--- src/rtl/mesm6_pkg.sv ---
// mesm6_pkg: definitions shared by the MESM-6 instruction fetch cache.
//   fetch_state_t     : fetch FSM states (FS_PREFETCH is only entered when the
//                       cache is built with MESM6_FETCH_PREFETCH_EN)
//   MESM6_AW/MESM6_WW : default word-address and instruction-word widths
//   idx_w()           : index width for a table of n entries (at least 1 bit)
package mesm6_pkg;

  localparam int MESM6_AW = 15;
  localparam int MESM6_WW = 48;

  typedef enum logic [1:0] {
    FS_IDLE     = 2'd0,
    FS_FILL     = 2'd1,
    FS_PREFETCH = 2'd2
  } fetch_state_t;

  function automatic int idx_w(input int n);
    return (n > 1) ? $clog2(n) : 1;
  endfunction

endpackage

--- src/rtl/mesm6_tag_cam.sv ---
// mesm6_tag_cam: fully associative, purely combinational tag match.
// Ports:
//   tags_i  : tag of every entry
//   valid_i : valid bit of every entry
//   addr_i  : word address being looked up
//   hit_o   : some valid entry holds addr_i
//   idx_o   : index of the matching entry (0 when there is no hit)
// The cache never holds the same tag twice, so at most one entry matches.
module mesm6_tag_cam
  import mesm6_pkg::*;
#(
  parameter  int ENTRIES = 4,
  parameter  int TW      = MESM6_AW,
  localparam int IW      = idx_w(ENTRIES)
) (
  input  logic [ENTRIES-1:0][TW-1:0] tags_i,
  input  logic [ENTRIES-1:0]         valid_i,
  input  logic [TW-1:0]              addr_i,
  output logic                       hit_o,
  output logic [IW-1:0]              idx_o
);

  always_comb begin
    hit_o = 1'b0;
    idx_o = '0;
    for (int i = 0; i < ENTRIES; i++) begin
      if (valid_i[i] && (tags_i[i] == addr_i)) begin
        hit_o = 1'b1;
        idx_o = IW'(i);
      end
    end
  end

endmodule

--- src/rtl/mesm6_fetch_cache.sv ---
// mesm6_fetch_cache: small fully associative instruction-word cache sitting
// between the MESM-6 core fetch port and the instruction bus.
// Ports:
//   clk, reset        : clock; synchronous active-high reset
//   flush             : invalidate every entry (cancels an outstanding fill)
//   cpu_req, cpu_pc   : opcode request at half-word PC (bit 0 picks the half)
//   cpu_ready         : cpu_opcode is valid this cycle (zero-cycle hit)
//   cpu_opcode        : selected half of the cached word
//   ibus_fetch        : word fetch outstanding on the bus
//   ibus_addr         : word address of the outstanding fetch
//   ibus_input        : fetched word, qualified by ibus_done
//   ibus_done         : fetch complete
//   stat_miss         : one-cycle pulse per demand miss
// Build option: define MESM6_FETCH_PREFETCH_EN to fetch word W+1 into the next
// replacement slot after every demand fill of word W (when W+1 is absent).
// Replacement is round-robin through a single victim pointer.
module mesm6_fetch_cache
  import mesm6_pkg::*;
#(
  parameter int ENTRIES = 4,
  parameter int AW      = MESM6_AW,
  parameter int WW      = MESM6_WW
) (
  input  logic          clk,
  input  logic          reset,
  input  logic          flush,
  input  logic          cpu_req,
  input  logic [AW:0]   cpu_pc,
  output logic          cpu_ready,
  output logic [WW/2-1:0] cpu_opcode,
  output logic          ibus_fetch,
  output logic [AW-1:0] ibus_addr,
  input  logic [WW-1:0] ibus_input,
  input  logic          ibus_done,
  output logic          stat_miss
);

  localparam int IW = idx_w(ENTRIES);
  localparam int HW = WW / 2;

  fetch_state_t                 state_q;
  logic [ENTRIES-1:0]           valid_q;
  logic [ENTRIES-1:0][AW-1:0]   tag_q;
  logic [ENTRIES-1:0][WW-1:0]   data_q;
  logic [IW-1:0]                victim_q;
  logic [IW-1:0]                victim_d;
  logic [AW-1:0]                addr_q;
  logic                         stat_miss_q;

  logic [AW-1:0] lookup;
  logic          hit;
  logic [IW-1:0] hit_idx;
  logic [WW-1:0] hit_word;
  logic          fill_done;

  assign lookup = cpu_pc[AW:1];

  mesm6_tag_cam #(
    .ENTRIES (ENTRIES),
    .TW      (AW)
  ) u_cam (
    .tags_i  (tag_q),
    .valid_i (valid_q),
    .addr_i  (lookup),
    .hit_o   (hit),
    .idx_o   (hit_idx)
  );

  assign hit_word   = data_q[hit_idx];
  assign cpu_ready  = cpu_req & hit & ~flush;
  // Even half-word addresses hold the upper half of the instruction word.
  assign cpu_opcode = cpu_pc[0] ? hit_word[HW-1:0] : hit_word[WW-1:HW];
  assign ibus_fetch = (state_q != FS_IDLE);
  assign ibus_addr  = addr_q;
  assign stat_miss  = stat_miss_q;

  // Bus data is taken only while a fetch is outstanding and no flush cancels it.
  assign fill_done  = ibus_fetch & ibus_done & ~flush;
  assign victim_d   = (victim_q == IW'(ENTRIES - 1)) ? '0 : victim_q + IW'(1);

`ifdef MESM6_FETCH_PREFETCH_EN
  logic [AW-1:0] next_addr;
  logic          next_resident;

  assign next_addr = addr_q + AW'(1);

  // The slot being overwritten by the current fill does not count as holding W+1.
  always_comb begin
    next_resident = 1'b0;
    for (int i = 0; i < ENTRIES; i++) begin
      if (valid_q[i] && (tag_q[i] == next_addr) && (IW'(i) != victim_q))
        next_resident = 1'b1;
    end
  end
`endif

  always_ff @(posedge clk) begin
    if (reset) begin
      state_q     <= FS_IDLE;
      valid_q     <= '0;
      victim_q    <= '0;
      stat_miss_q <= 1'b0;
    end else begin
      stat_miss_q <= 1'b0;
      if (flush)
        valid_q <= '0;
      else if (fill_done)
        valid_q[victim_q] <= 1'b1;
      if (fill_done)
        victim_q <= victim_d;

      case (state_q)
        FS_IDLE: begin
          if (cpu_req && !hit && !flush) begin
            state_q     <= FS_FILL;
            stat_miss_q <= 1'b1;
          end
        end
        FS_FILL: begin
          if (flush) begin
            state_q <= FS_IDLE;
          end else if (ibus_done) begin
`ifdef MESM6_FETCH_PREFETCH_EN
            if ((ENTRIES > 1) && !next_resident)
              state_q <= FS_PREFETCH;
            else
              state_q <= FS_IDLE;
`else
            state_q <= FS_IDLE;
`endif
          end
        end
        default: begin
          if (flush || ibus_done)
            state_q <= FS_IDLE;
        end
      endcase
    end
  end

  // Tags, data and the fetch address carry no reset; valid bits qualify them.
  always_ff @(posedge clk) begin
    if (fill_done) begin
      tag_q[victim_q]  <= addr_q;
      data_q[victim_q] <= ibus_input;
    end
    if ((state_q == FS_IDLE) && cpu_req && !hit)
      addr_q <= lookup;
`ifdef MESM6_FETCH_PREFETCH_EN
    else if ((state_q == FS_FILL) && ibus_done)
      addr_q <= next_addr;
`endif
  end

endmodule

--- config.mk ---
export PLATFORM = sky130hd
export DESIGN_NAME = mesm6_fetch_cache
export DESIGN_NICKNAME = d
export VERILOG_FILES = /design/src/rtl/mesm6_pkg.sv /design/src/rtl/mesm6_tag_cam.sv /design/src/rtl/mesm6_fetch_cache.sv
export SDC_FILE = /design/constraint.sdc
export NUM_CORES = 1
export LEC_CHECK = 0
export BUFFER_PORTS_ARGS = -buffer_cell sky130_fd_sc_hd__buf_4
export CORE_MARGIN = 2
export CORE_UTILIZATION = 50
export DETAILED_ROUTE_END_ITERATION = 10
export PLACE_DENSITY = 0.77
export SYNTH_ARGS = -nofsm -noshare
export SYNTH_HDL_FRONTEND = slang
export SYNTH_SLANG_ARGS = --single-unit
--- constraint.sdc ---
create_clock -name clk -period 3.2 [get_ports clk]
set_clock_uncertainty 0.15 [all_clocks]
set_input_delay 0.48 -clock clk [delete_from_list [all_inputs] [get_ports clk]]
set_output_delay 0.48 -clock clk [all_outputs]
set_load 0.05 [all_outputs]
=== Yosys cells after proc, flatten, opt, wreduce, memory -nomap -nowiden ===
Index checks and enable logic that the tools add are counted.

* Output and inout port bits: 42
* Register bits: 276
* Input port bits: 69
* Logic and storage cells: 75

* Multiplexer cells: 25
* Reduce and logical (&&, ||, !) cells: 18
* Eq/ne operators: 8
* Bitwise gates (word level): 7
* Magnitude comparators: 3
* Add/sub/neg operators: 1

{| class="wikitable"
|+ Operator list
! operator !! count
|-
| $bwmux W192 || 1
|-
| $bmux W48 S2 || 1
|-
| $demux W48 S2 || 1
|-
| $mux W48 || 2
|-
| $bwmux W60 || 1
|-
| $eq A15 B15 Y1 || 4
|-
| $demux W15 S2 || 1
|-
| $mux W24 || 1
|-
| $mux W15 || 1
|-
| $mux W2 || 7
|-
| $logic_and A1 B1 Y1 || 9
|-
| $mux W1 || 7
|-
| $lt A2 B3 Y1 const B || 2
|-
| $and A1 B1 Y1 || 4
|-
| $or A4 B4 Y4 || 1
|-
| $pmux W2 S2 || 1
|-
| $reduce_or A2 Y1 || 2
|-
| $ne A3 B3 Y1 const B || 1
|-
| $reduce_and A3 Y1 || 1
|-
| $reduce_bool A3 Y1 || 1
|-
| $add A2 B1 Y2 const B || 1
|-
| $demux W1 S2 || 1
|-
| $eq A2 B1 Y1 const B || 1
|-
| $eq A2 B2 Y1 const B || 1
|-
| other kinds (7) || 9
|}

=== Depth between registers and ports, before layout ===
* Depth in word-level cells: 11
* Gate-level depth with buffers: 9
* Mapped depth without buffers: 6

=== By module ===
From an unflattened synthesis, not the netlist that was laid out.

* Cells, all modules: 493
* Area, all modules: 10729.0 um^2

{| class="wikitable"
|+ Modules (own cells, without submodules)
! module !! sequential area each (um^2) !! area an instance (um^2) !! instances !! cells an instance
|-
| mesm6_fetch_cache || 8177.8 || 9885.7 || 1 || 394
|-
| mesm6_tag_cam || 0.0 || 843.3 || 1 || 99
|}

=== Worst setup path before layout ===
No wires, ideal clock.

* Path kind: in2out
* From: input port cpu_pc[3]
* To: output port cpu_opcode[10]
* Required time: 2.570 ns
* Stages on the path: 9
* Setup slack: -0.291 ns
* Path buffers: 3
* Data arrival time: 2.861 ns
* Cells stage by stage: buf_2 xnor2_1 nand4_1 or4_1 nor2_1 buf_4 buf_6 nand2_1 a31oi_1

* Word-level cells in the longest chain between the ends: 8
* Elaborated cells between the ends (all ways): 12
* Classes of those cells: eq/ne (3); mux (6); reduce/logical (3)

{| class="wikitable"
|+ RTL lines
! element !! line !! RTL
|-
| from (decl) || mesm6_fetch_cache.sv:28 || <nowiki>input logic [AW:0] cpu_pc,</nowiki>
|-
| $eq A15 B15 Y1 || mesm6_tag_cam.sv:27 || <nowiki>if (valid_i[i] && (tags_i[i] == addr_i)) begin</nowiki>
|-
| $logic_and A1 B1 Y1 || mesm6_tag_cam.sv:27 ||
|-
| $mux W1 || mesm6_tag_cam.sv:27 ||
|-
| $mux W2 || mesm6_tag_cam.sv:27 ||
|-
| $mux W2 (*) || mesm6_tag_cam.sv:27 ||
|-
| $bmux W48 S2 (*) || mesm6_fetch_cache.sv:69 || <nowiki>assign hit_word = data_q[hit_idx];</nowiki>
|-
| $mux W48 (not written as such) (*) || mesm6_fetch_cache.sv:69 ||
|-
| $mux W24 (*) || mesm6_fetch_cache.sv:72 || <nowiki>assign cpu_opcode = cpu_pc[0] ? hit_word[HW-1:0] : hit_word[WW-1:HW];</nowiki>
|-
| to (decl) || mesm6_fetch_cache.sv:30 || <nowiki>output logic [WW/2-1:0] cpu_opcode,</nowiki>
|}

Every way passes the cells marked *; elsewhere a longest branch is shown, timed or not. The select of a mux whose other input is x is not followed.

=== Worst setup path after layout ===
* From: register tag_q[26] (netlist name)
* To: output port cpu_opcode[4]

* Word-level cells in the longest chain between the ends: 8

{| class="wikitable"
|+ RTL lines
! element !! line !! RTL
|-
| from (decl) || mesm6_fetch_cache.sv:43 || <nowiki>logic [ENTRIES-1:0][AW-1:0] tag_q;</nowiki>
|-
| from (signal, indexed assignment) || mesm6_fetch_cache.sv:144 || <nowiki>tag_q[victim_q] <= addr_q;</nowiki>
|-
| $eq A15 B15 Y1 || mesm6_tag_cam.sv:27 ||
|-
| $logic_and A1 B1 Y1 || mesm6_tag_cam.sv:27 ||
|-
| $mux W1 || mesm6_tag_cam.sv:27 ||
|-
| $mux W2 (2 in series) || mesm6_tag_cam.sv:27 ||
|-
| $bmux W48 S2 || mesm6_fetch_cache.sv:69 ||
|-
| $mux W48 (not written as such) || mesm6_fetch_cache.sv:69 ||
|-
| $mux W24 || mesm6_fetch_cache.sv:72 ||
|}

Every way passes these cells. The select of a mux whose other input is x is not followed.

==> metrics.csv <==
metric,value,unit
status,"finished, violations left",
failing checks,negative setup slack,
Final Net Count,901,
HP Start,ibus_input[0],
# IOs,111,
worst skew pair latency,0.53,ns
DRC,0,
Via Count,6343,
Yosys top cell area share,0.715,
Congestion Overflow GR,0,
post-route ant nets,0,
fmax,270,MHz
Setup crit start kind,register,
switching share of power,0.213,
first-pass GRT wire length,36.9,mm
Slowest cell on crit path,or4_4,
commonest cells in the netlist,"edfxtp_1, xnor2_1, nand2_1",
RSZ-0062 raised after global routing,yes,
final WL,24.9,mm
Synth-to-Final Area Change,31.0,%
Cell variety after synth,34,
ys flop type,edfxtp_1,
WP data required,2.57,ns
worst hold slack,0.00914,ns
Die Span Y,154,um
Leakage,5.19,nW
Pint,0.00583,W
synthesized flop and latch total,275,
share of total power in sequential cells,0.539,
Final Cycle Share,1.16,
die area,0.0236,mm2
share of cells above drive strength 1,0.386,
DP HPWL,15.4,mm
clock slew at reported path FFs,0.06,ns
synthesized area,0.0112,mm2
most frequent cell after synthesis,edfxtp_1,
number of H-tree levels,1,
# clock sinks,275,
max_slew headroom,0.518,
num rows,54,
final core utilization,0.671,
Final Hold Fails,0,
Root Buffer,clkbuf_16,
CTS Buf Count,27,
placed cell area,0.0132,mm2
pwr dens,504,mW/mm2
Synth area leaders,"edfxtp_1, mux2_4, xnor2_1",
final instance area,0.0147,mm2
largest buffer count on any clock path,3,
Final setup viols,24,
sw power,0.00158,W
Post-synth EDFFs,267,
Syn Inst Count,640,
total track usage,0.198,
crit path from,tag_q[26],
Worst setup EP type,primary output,
RePlAce Congestion,0.830,
initial antenna violation count,0,
Yosys warning total,0,
WS Path Type,reg -> out,
CTS tree,done,
async set-or-reset flop fraction in the synthesized netlist,0,
minimum clock period,3.71,ns
Starting DRT DRC Count,461,
Die X,154,um
PortBufs,110,
Routed WL per cell,22.1,um
Max-cap violations,0,
TritonRoute pass-1 iters,5,
Core ar.,0.0219,mm2
Final Max Slew Viols,0,
vias per inst,5.63,
final setup TNS,-11.21,ns
power share of the combinational group,0.068,
vias in the first global route,6585,
measured slew at the worst slew-check pin,0.716,ns
max incr delay on CP,0.68,ns
initial core utilization,0.512,
crit path cell chain,"xnor2_2, nand4_1, or4_4, clkbuf_16, mux2_4, a221oi_4, a31oi_4, buf_6",
Final WS setup,-0.506,ns
Avg Inst Size Synth,17.5,um2
syn_nets,713,
filler instances,1439,
clock share of power,0.392,
reg2reg start,tag_q[34],
Worst Path Arrival,3.08,ns
Synth area leader,edfxtp_1,
Diodes inserted,0,
sequential area share after synthesis,0.730,
Max Fanout on Critical Path,9,
Worst VDD drop,405,uV
Hold Crit Class,in -> reg,
largest net degree at the start of global routing,49,
## per-stage QoR
| stage | total power (W) | setup WS [ns] | instances |
|---|---|---|---|
| 6_report | 0.00741 | -0.506 | 1127 |
| 5_1_grt | 0.00762 | -0.597 | 1127 |
| 4_1_cts | 0.00741 | -0.529 | 1113 |
| 3_5_place_dp | 0.00453 | -0.210 | 1049 |
| 3_3_place_gp | 0.00451 | -0.190 | 1049 |
| 2_1_floorplan | 0.00432 | -0.0116 | 640 |
## per-layer routing
metal  vias up  part of all wire  global-route usage
met5         -                 0                   0
met4         0             0.022              0.0520
met3        49             0.058              0.0307
met2       235              0.50               0.333
met1      3197              0.42               0.273
li1       2862                 -                   -
## what timing repair did
item,CTS,global route
hold endpoints to repair,62,20
setup buffers,0,2
pin swaps,0,10
cloned,0,4
hold buffers,16,8
resized for setup,10,43
endpoints found under the setup margin,24,24
## state kept, by name, indices dropped and copies added (netlist names)
| signal | flops |
|---|---|
| state_q | 1 |
| data_q | 192 |
| ibus_addr | 15 |
| valid_q | 4 |
| stat_miss | 1 |
| tag_q | 60 |
| victim_q | 2 |
## placed cells by master (no fill, tap or decap), types with 4 or more instances in the layout
cell / n
nor3_1: 5
dlygate4sd3_1: 24
clkbuf_1: 7
nand4_1: 28
a21boi_0: 24
buf_12: 18
nor4_1: 5
xnor2_1: 52
a31oi_2: 5
edfxtp_1: 267
clkinv_1: 7
a21o_1: 24
a31oi_4: 19
buf_6: 26
mux2_2: 5
xnor2_2: 8
a221oi_4: 22
ha_1: 4
nand2_1: 46
dfxtp_1: 8
mux2_4: 43
clkbuf_16: 30
buf_4: 130
nor2_1: 9
## cell families after synthesis
family                   Yosys count  share of synthesized area
multiplexers                      48                     0.0626
buffers and inverters             46                     0.0240
flip-flops                       275                      0.730
XOR/XNOR                          60                     0.0516
AO/OA/AOI/OAI                     99                     0.0793
AND/OR/NAND/NOR                  108                     0.0483
adder cells (fa/ha/maj)            4                    0.00447
## layout make-up
class | count | area [um2] | area share
clock buffer | 34 | 702 | 0.0478
inverter | 3 | 11.3 | 0.000767
tap | 280 | 350 | 0.0239
clock inverter | 14 | 93.8 | 0.00639
timing repair buffer | 202 | 1970 | 0.134
sequential | 275 | 8180 | 0.557
multi-input combinational | 319 | 3380 | 0.230
## power by group through the flow
stage / Sequential (W) / Combinational [W] / Clock, W
3_3_place_gp: 0.00407 / 0.000442 / 0
5_1_grt: 0.00400 / 0.000534 / 0.00309
4_1_cts: 0.00399 / 0.000479 / 0.00293
3_5_place_dp: 0.00407 / 0.000454 / 0
6_report: 0.00400 / 0.000507 / 0.00290
2_1_floorplan: 0.00411 / 0.000216 / 0
## path summary, 6_finish.rpt
path	cells past startpoint	endpoint	slack, ns
max	8	cpu_opcode[4]	-0.51
min	1	data_q[0]	0.009
max reg2reg	8	ibus_addr[11]	0.71
min reg2reg	2	valid_q[0]	0.35
## critical path: cells and delay by family, from the launching register on
kind | cells | cell delay (ns)
mux | 1 | 0.33
xor+xnor | 1 | 0.22
compound gates | 2 | 0.36
flops | 1 | 0.41
buf+inv | 2 | 0.42
simple gates | 2 | 0.81
(Power assumes the default switching activity.)
